===== config.mk =====
export PLATFORM = sky130hd
export DESIGN_NAME = audio_adc_rx
export DESIGN_NICKNAME = d
export VERILOG_FILES = /design/src/rtl/audio_adc_rx.sv
export SDC_FILE = /design/constraint.sdc
export NUM_CORES = 1
export LEC_CHECK = 0
export BUFFER_PORTS_ARGS = -buffer_cell sky130_fd_sc_hd__buf_2
export CAP_MARGIN = 0
export CORE_AREA = 2 2 93 95
export CTS_BUF_LIST = sky130_fd_sc_hd__clkbuf_4 sky130_fd_sc_hd__clkbuf_8 sky130_fd_sc_hd__clkbuf_16
export CTS_CLUSTER_DIAMETER = 150
export DETAILED_ROUTE_END_ITERATION = 12
export DIE_AREA = 0 0 95 97
export PLACE_DENSITY = 0.75
export SLEW_MARGIN = 20
export SYNTH_ARGS = -nofsm -noshare
export SYNTH_HDL_FRONTEND = slang
export SYNTH_SLANG_ARGS = --single-unit

===== constraint.sdc =====
create_clock -name iCLK_18_4 -period 1.85 [get_ports iCLK_18_4]
set_input_delay 0.37 -clock iCLK_18_4 [delete_from_list [all_inputs] [get_ports iCLK_18_4]]
set_output_delay 0.37 -clock iCLK_18_4 [all_outputs]
set_load 0.01 [all_outputs]

===== src/rtl/audio_adc_rx.sv =====
// Codec ADC serial receiver: deserializes MSB-first BCK/LRCK audio into parallel
// left/right samples and offers one stereo frame per LRCK period on a valid/ready port.
module audio_adc_rx #(
    parameter int   DATA_WIDTH = 16,
    parameter logic LEFT_LRCK  = 1'b1,
    parameter int   MSB_DELAY  = 0
) (
    input  logic                  iCLK_18_4,
    input  logic                  iRST_N,
    input  logic                  iAUD_BCK,
    input  logic                  iAUD_ADCLRCK,
    input  logic                  iAUD_ADCDAT,
    input  logic                  iREADY,
    input  logic                  iCLR_ERR,
    output logic [DATA_WIDTH-1:0] oL_DATA,
    output logic [DATA_WIDTH-1:0] oR_DATA,
    output logic                  oVALID,
    output logic                  oOVERFLOW,
    output logic                  oFRAME_ERR
);

    localparam int CW = $clog2(DATA_WIDTH + 1);
    localparam int SW = $clog2(MSB_DELAY + 2);
    localparam logic [CW-1:0] CNT_FULL = CW'(DATA_WIDTH);
    localparam logic [CW-1:0] CNT_LAST = CW'(DATA_WIDTH - 1);
    localparam logic [SW-1:0] SKIP_N   = SW'(MSB_DELAY);

    typedef enum logic [1:0] {
        ST_SYNC  = 2'd0,
        ST_LEFT  = 2'd1,
        ST_RIGHT = 2'd2
    } state_t;

    state_t state_q, state_d;

    logic [2:0]            bck_q, lrck_q, dat_q;
    logic [1:0]            prime_q;
    logic [CW-1:0]         cnt_q, cnt_d;
    logic [SW-1:0]         skip_q, skip_d;
    logic [DATA_WIDTH-1:0] sh_q, sh_d;
    logic [DATA_WIDTH-1:0] hold_l_q, hold_l_d;
    logic [DATA_WIDTH-1:0] hold_r_q, hold_r_d;
    logic                  left_ok_q, left_ok_d;
    logic                  pub_q, pub_d;
    logic                  ferr_set_s;

    logic [DATA_WIDTH-1:0] l_data_q, l_data_d;
    logic [DATA_WIDTH-1:0] r_data_q, r_data_d;
    logic                  valid_q, valid_d;
    logic                  ovf_q, ovf_d;
    logic                  ferr_q, ferr_d;
    logic                  pub_go_s, ovf_set_s;

    logic chain_ok_s, bck_rise_s, lrck_edge_s, new_is_left_s;

    // Edges are only trusted once s3 holds a real pin sample, so the
    // all-zero reset state of the chains cannot fake an LRCK edge.
    assign chain_ok_s    = (prime_q == 2'd3);
    assign bck_rise_s    = chain_ok_s & bck_q[1] & ~bck_q[2];
    assign lrck_edge_s   = chain_ok_s & (lrck_q[1] ^ lrck_q[2]);
    assign new_is_left_s = (lrck_q[1] == LEFT_LRCK);

    // Input synchronizer chains (bit 0 = s1, bit 1 = s2, bit 2 = s3) and priming counter.
    always_ff @(posedge iCLK_18_4 or negedge iRST_N) begin
        if (!iRST_N) begin
            bck_q   <= 3'b000;
            lrck_q  <= 3'b000;
            dat_q   <= 3'b000;
            prime_q <= 2'd0;
        end else begin
            bck_q  <= {bck_q[1:0], iAUD_BCK};
            lrck_q <= {lrck_q[1:0], iAUD_ADCLRCK};
            dat_q  <= {dat_q[1:0], iAUD_ADCDAT};
            if (prime_q != 2'd3) begin
                prime_q <= prime_q + 2'd1;
            end else begin
                prime_q <= prime_q;
            end
        end
    end

    // FSM state register.
    always_ff @(posedge iCLK_18_4 or negedge iRST_N) begin
        if (!iRST_N) begin
            state_q <= ST_SYNC;
        end else begin
            state_q <= state_d;
        end
    end

    // FSM next state: every LRCK edge selects the channel named by the new level.
    always_comb begin
        state_d = state_q;
        case (state_q)
            ST_SYNC, ST_LEFT, ST_RIGHT: begin
                if (lrck_edge_s) begin
                    state_d = new_is_left_s ? ST_LEFT : ST_RIGHT;
                end else begin
                    state_d = state_q;
                end
            end
            default: state_d = ST_SYNC;
        endcase
    end

    // FSM outputs: bit skipping, shifting, word commit, framing check, publish request.
    always_comb begin
        cnt_d      = cnt_q;
        skip_d     = skip_q;
        sh_d       = sh_q;
        hold_l_d   = hold_l_q;
        hold_r_d   = hold_r_q;
        left_ok_d  = left_ok_q;
        pub_d      = 1'b0;
        ferr_set_s = 1'b0;
        case (state_q)
            ST_LEFT, ST_RIGHT: begin
                if (lrck_edge_s) begin
                    cnt_d  = {CW{1'b0}};
                    skip_d = {SW{1'b0}};
                    if ((cnt_q != {CW{1'b0}}) && (cnt_q != CNT_FULL)) begin
                        ferr_set_s = 1'b1;
                        left_ok_d  = 1'b0;
                    end else if (new_is_left_s) begin
                        left_ok_d = 1'b0;
                    end else begin
                        left_ok_d = left_ok_q;
                    end
                end else if (bck_rise_s) begin
                    if (skip_q != SKIP_N) begin
                        skip_d = skip_q + SW'(1);
                    end else if (cnt_q != CNT_FULL) begin
                        sh_d  = {sh_q[DATA_WIDTH-2:0], dat_q[1]};
                        cnt_d = cnt_q + CW'(1);
                        if (cnt_q != CNT_LAST) begin
                            left_ok_d = left_ok_q;
                        end else if (state_q == ST_LEFT) begin
                            hold_l_d  = sh_d;
                            left_ok_d = 1'b1;
                        end else begin
                            hold_r_d  = sh_d;
                            pub_d     = left_ok_q;
                            left_ok_d = 1'b0;
                        end
                    end else begin
                        cnt_d = cnt_q;
                    end
                end else begin
                    cnt_d = cnt_q;
                end
            end
            default: begin
                cnt_d = cnt_q;
            end
        endcase
    end

    // Capture datapath registers.
    always_ff @(posedge iCLK_18_4 or negedge iRST_N) begin
        if (!iRST_N) begin
            cnt_q     <= {CW{1'b0}};
            skip_q    <= {SW{1'b0}};
            sh_q      <= {DATA_WIDTH{1'b0}};
            hold_l_q  <= {DATA_WIDTH{1'b0}};
            hold_r_q  <= {DATA_WIDTH{1'b0}};
            left_ok_q <= 1'b0;
            pub_q     <= 1'b0;
        end else begin
            cnt_q     <= cnt_d;
            skip_q    <= skip_d;
            sh_q      <= sh_d;
            hold_l_q  <= hold_l_d;
            hold_r_q  <= hold_r_d;
            left_ok_q <= left_ok_d;
            pub_q     <= pub_d;
        end
    end

    assign pub_go_s  = pub_q & (~valid_q | iREADY);
    assign ovf_set_s = pub_q & valid_q & ~iREADY;

    // Output handshake and sticky flags; a set event beats a same-cycle clear.
    always_comb begin
        l_data_d = l_data_q;
        r_data_d = r_data_q;
        valid_d  = valid_q;
        if (pub_go_s) begin
            l_data_d = hold_l_q;
            r_data_d = hold_r_q;
            valid_d  = 1'b1;
        end else if (valid_q & iREADY) begin
            valid_d = 1'b0;
        end else begin
            valid_d = valid_q;
        end
        ovf_d  = ovf_set_s | (ovf_q & ~iCLR_ERR);
        ferr_d = ferr_set_s | (ferr_q & ~iCLR_ERR);
    end

    // Output registers.
    always_ff @(posedge iCLK_18_4 or negedge iRST_N) begin
        if (!iRST_N) begin
            l_data_q <= {DATA_WIDTH{1'b0}};
            r_data_q <= {DATA_WIDTH{1'b0}};
            valid_q  <= 1'b0;
            ovf_q    <= 1'b0;
            ferr_q   <= 1'b0;
        end else begin
            l_data_q <= l_data_d;
            r_data_q <= r_data_d;
            valid_q  <= valid_d;
            ovf_q    <= ovf_d;
            ferr_q   <= ferr_d;
        end
    end

    assign oL_DATA    = l_data_q;
    assign oR_DATA    = r_data_q;
    assign oVALID     = valid_q;
    assign oOVERFLOW  = ovf_q;
    assign oFRAME_ERR = ferr_q;

endmodule


==> impl_metrics.toml <==
[outcome]
status = "finished, violations left"
violations = "setup timing"

[global_routing]
grt_pass1_wl_um = 11000
grtUsageTotal_pct = 15.6
grt_pass1_vias = 2260
grt_overflow_total = 0
grt_max_degree = 39
antenna_found_initial = 0

[cells_and_area]
drive_gt1_share_pct = 54.1
finalNonFillerCells = 425
nets = 328
design_area_um2 = 4800
area_growth_pct = 21.0
diodes = 0

[sta]
finalCritPeriodShare_pct = 106
fin_skew_ns = 0.0113
slew_headroom_pct = 68.6
setup_slack_ns = -0.112
rsz0062_at_grt = "yes"
setup_viol = 32
fmax_ghz = 0.510
hold_violations = 0
finalMaxSlewViolations = 0
tightest_slew_ns = 0.471
fin_crit_ns = 1.96

[power_and_ir_drop]
peakVddDrop_mv = 0.440
p_per_area_nw_per_um2 = 893
leakage_uw = 0.00247

[clocking]
clk_pin_slew_ns = 0.10
numClockSinks = 101
cts-root-buf = "clkbuf_8"
cts_tree = "built"
insertion_delay_ns = 0.36
numCtsBuffers = 9
cts_buffer_depth = 2
cts_htree_levels = 3

[floorplan]
coreArea_um2 = 8130
rows = 33
ioPinCount = 42
die_y_um = 97
fp.dieW_um = 95
start_util_pct = 48.8
die_area_um2 = 9220

[setup_path]
crit_fanout = 17
critPathCaptureType = "flip-flop"
critPathLaunchType = "flip-flop"
r2r_slack_ns = -0.11
crit_required_ns = 2.09
worstPathArrival_ns = 2.21
worstSetupPathType = "flip-flop to flip-flop"

[logic_synthesis]
syn_area_um2 = 3970
ys_types = 34
synthTopCellsByArea = "dfrtp_1, mux2_2, mux2_4"
synth_nets = 260
yosysTopAreaCell = "dfrtp_1"
ys_async_sr_fraction_pct = 100
synth-seq-area-share_pct = 63.7
syn_area_per_cell_um2 = 16.1
synth-seq-cells = 101
yosys_warnings = 0
synth_edf_count = 0
synth.most_common_cell = "dfrtp_1"
synth_cells = 247
synthTopCellsByCount = "dfrtp_1, mux2_2, mux2_4, inv_1, nand2_1"
ys.flop_type = "dfrtp_1"
synth_top_area_share_pct = 63.7

[drt]
drc_errors = 0
route.detailed.wl_per_inst_um = 15.6
dr.pass1.iters = 4
drtIter0Drc = 66
via_count = 2143
drt-total-wl_um = 6630
detail-route-antenna-nets = 0
vias_per_cell = 5.04

[placement]
hpwl_um = 4480
portBuffers = 41
place_inst = 406
placed_cell_area_um2 = 4450
gp_congestion = 0.753

[run]
max_cap_violations = 0

[hold_path]
hp-class = "input pin to flip-flop"
stage by stage:
stage               power [uW]  worst slack [ns]  hold WS (ns)  utilization [%]  TNS [ns]
floorplan                 2620           -0.0758        0.0744                -     -1.35
global placement          2790            -0.136         0.332             54.7     -3.64
detailed placement        2810            -0.194         0.336             54.7     -4.98
CTS                       4340            -0.122        0.0890             57.9     -3.13
global route              4510            -0.221        0.0808             59.0     -6.22
finish                    4290            -0.112         0.104             59.0     -2.40
power by group:
group | total [uW] | switching [uW] | internal [uW]
clock | 1500 | 737 | 766
sequential | 2380 | 82.7 | 2300
combinational | 404 | 198 | 206
total | 4290 | 1020 | 3270
cell usage in the layout, fill, tap and decap left out, types with 2 or more instances in the layout:
cell and count:
dfrtp_1 101, mux2_2 52, buf_2 40, mux2_4 28, buf_4 19, clkbuf_8 9
inv_1 8, nand2_1 7, nor3b_1 3, a21oi_1 3, o21ai_0 3, ha_1 3
buf_12 3, nand2b_1 2, o22ai_1 2, and3_4 2, and2_1 2, ha_2 2
bufinv_16 2, inv_6 2, clkinv_2 2, buf_8 2
final cells by class:
type | instances | area [um^2]
Fill cell | 629 | 3330
Sequential cell | 101 | 2530
Multi-Input combinational cell | 127 | 1410
Timing Repair Buffer | 67 | 479
Tap cell | 105 | 131
Clock buffer | 9 | 124
Clock inverter | 7 | 95.1
Inverter | 9 | 33.8
state kept, by name, indices dropped and copies added, names as in the netlist:
name,cells
left_ok_q,1
lrck_q,3
hold_r_q,16
cnt_q,5
prime_q,2
sh_q,15
hold_l_q,16
oVALID,1
bck_q,3
oFRAME_ERR,1
state_q,2
oL_DATA,16
oR_DATA,16
oOVERFLOW,1
dat_q,2
pub_q,1
worst max-delay path, stage by stage, from the launching register on:
cell and delay [ns]:
dfrtp_1 0.35, inv_1 0.05, ha_2 0.18, and4bb_2 0.26, a211oi_4 0.25, and3b_2 0.24
buf_12 0.18, mux2_2 0.34
timing repair:
item                                   4_1_cts  5_1_grt
cloned                                       0        1
setup endpoints to repair                   42       46
setup buffers                                0        1
endpoints found under the hold margin       34        0
gates resized for setup                      3       17
hold buffers                                 1        0
kinds of logic (layout without fill, tap and decap cells):
family | count (synthesis) | in the layout | share of synthesized area (%)
AOI/OAI and AO/OA | 14 | 14 | 2.40
xor gates and xnor gates | 2 | 2 | 0.631
adders and majority gates | 6 | 6 | 1.89
buffers and inverters | 19 | 92 | 3.03
DFF | 101 | 101 | 63.7
muxes | 80 | 80 | 24.4
and+or+nand+nor | 25 | 25 | 3.94
worst paths after layout:
check / start / to / cells past startpoint
min in group asynchronous: iRST_N / oL_DATA[6]$_DFFE_PN0P_ / 2
max: cnt_q[0]$_DFFE_PN0P_ / hold_r_q[2]$_DFFE_PN0P_ / 7
max in group asynchronous: iRST_N / hold_r_q[3]$_DFFE_PN0P_ / 3
min reg2reg: bck_q[0]$_DFF_PN0_ / bck_q[1]$_DFF_PN0_ / 0
min: iAUD_ADCDAT / dat_q[0]$_DFF_PN0_ / 1
max reg2reg: cnt_q[0]$_DFFE_PN0P_ / hold_r_q[2]$_DFFE_PN0P_ / 7
metal layers:
metal	GRT usage (%)	routed length, um	up-vias
li1	-	-	1006
met1	21.1	3110	1081
met2	23.2	3100	41
met3	4.13	223	15
met4	7.47	200	0
met5	0	0	-
No activity file was read; power rests on OpenSTA's default activity.
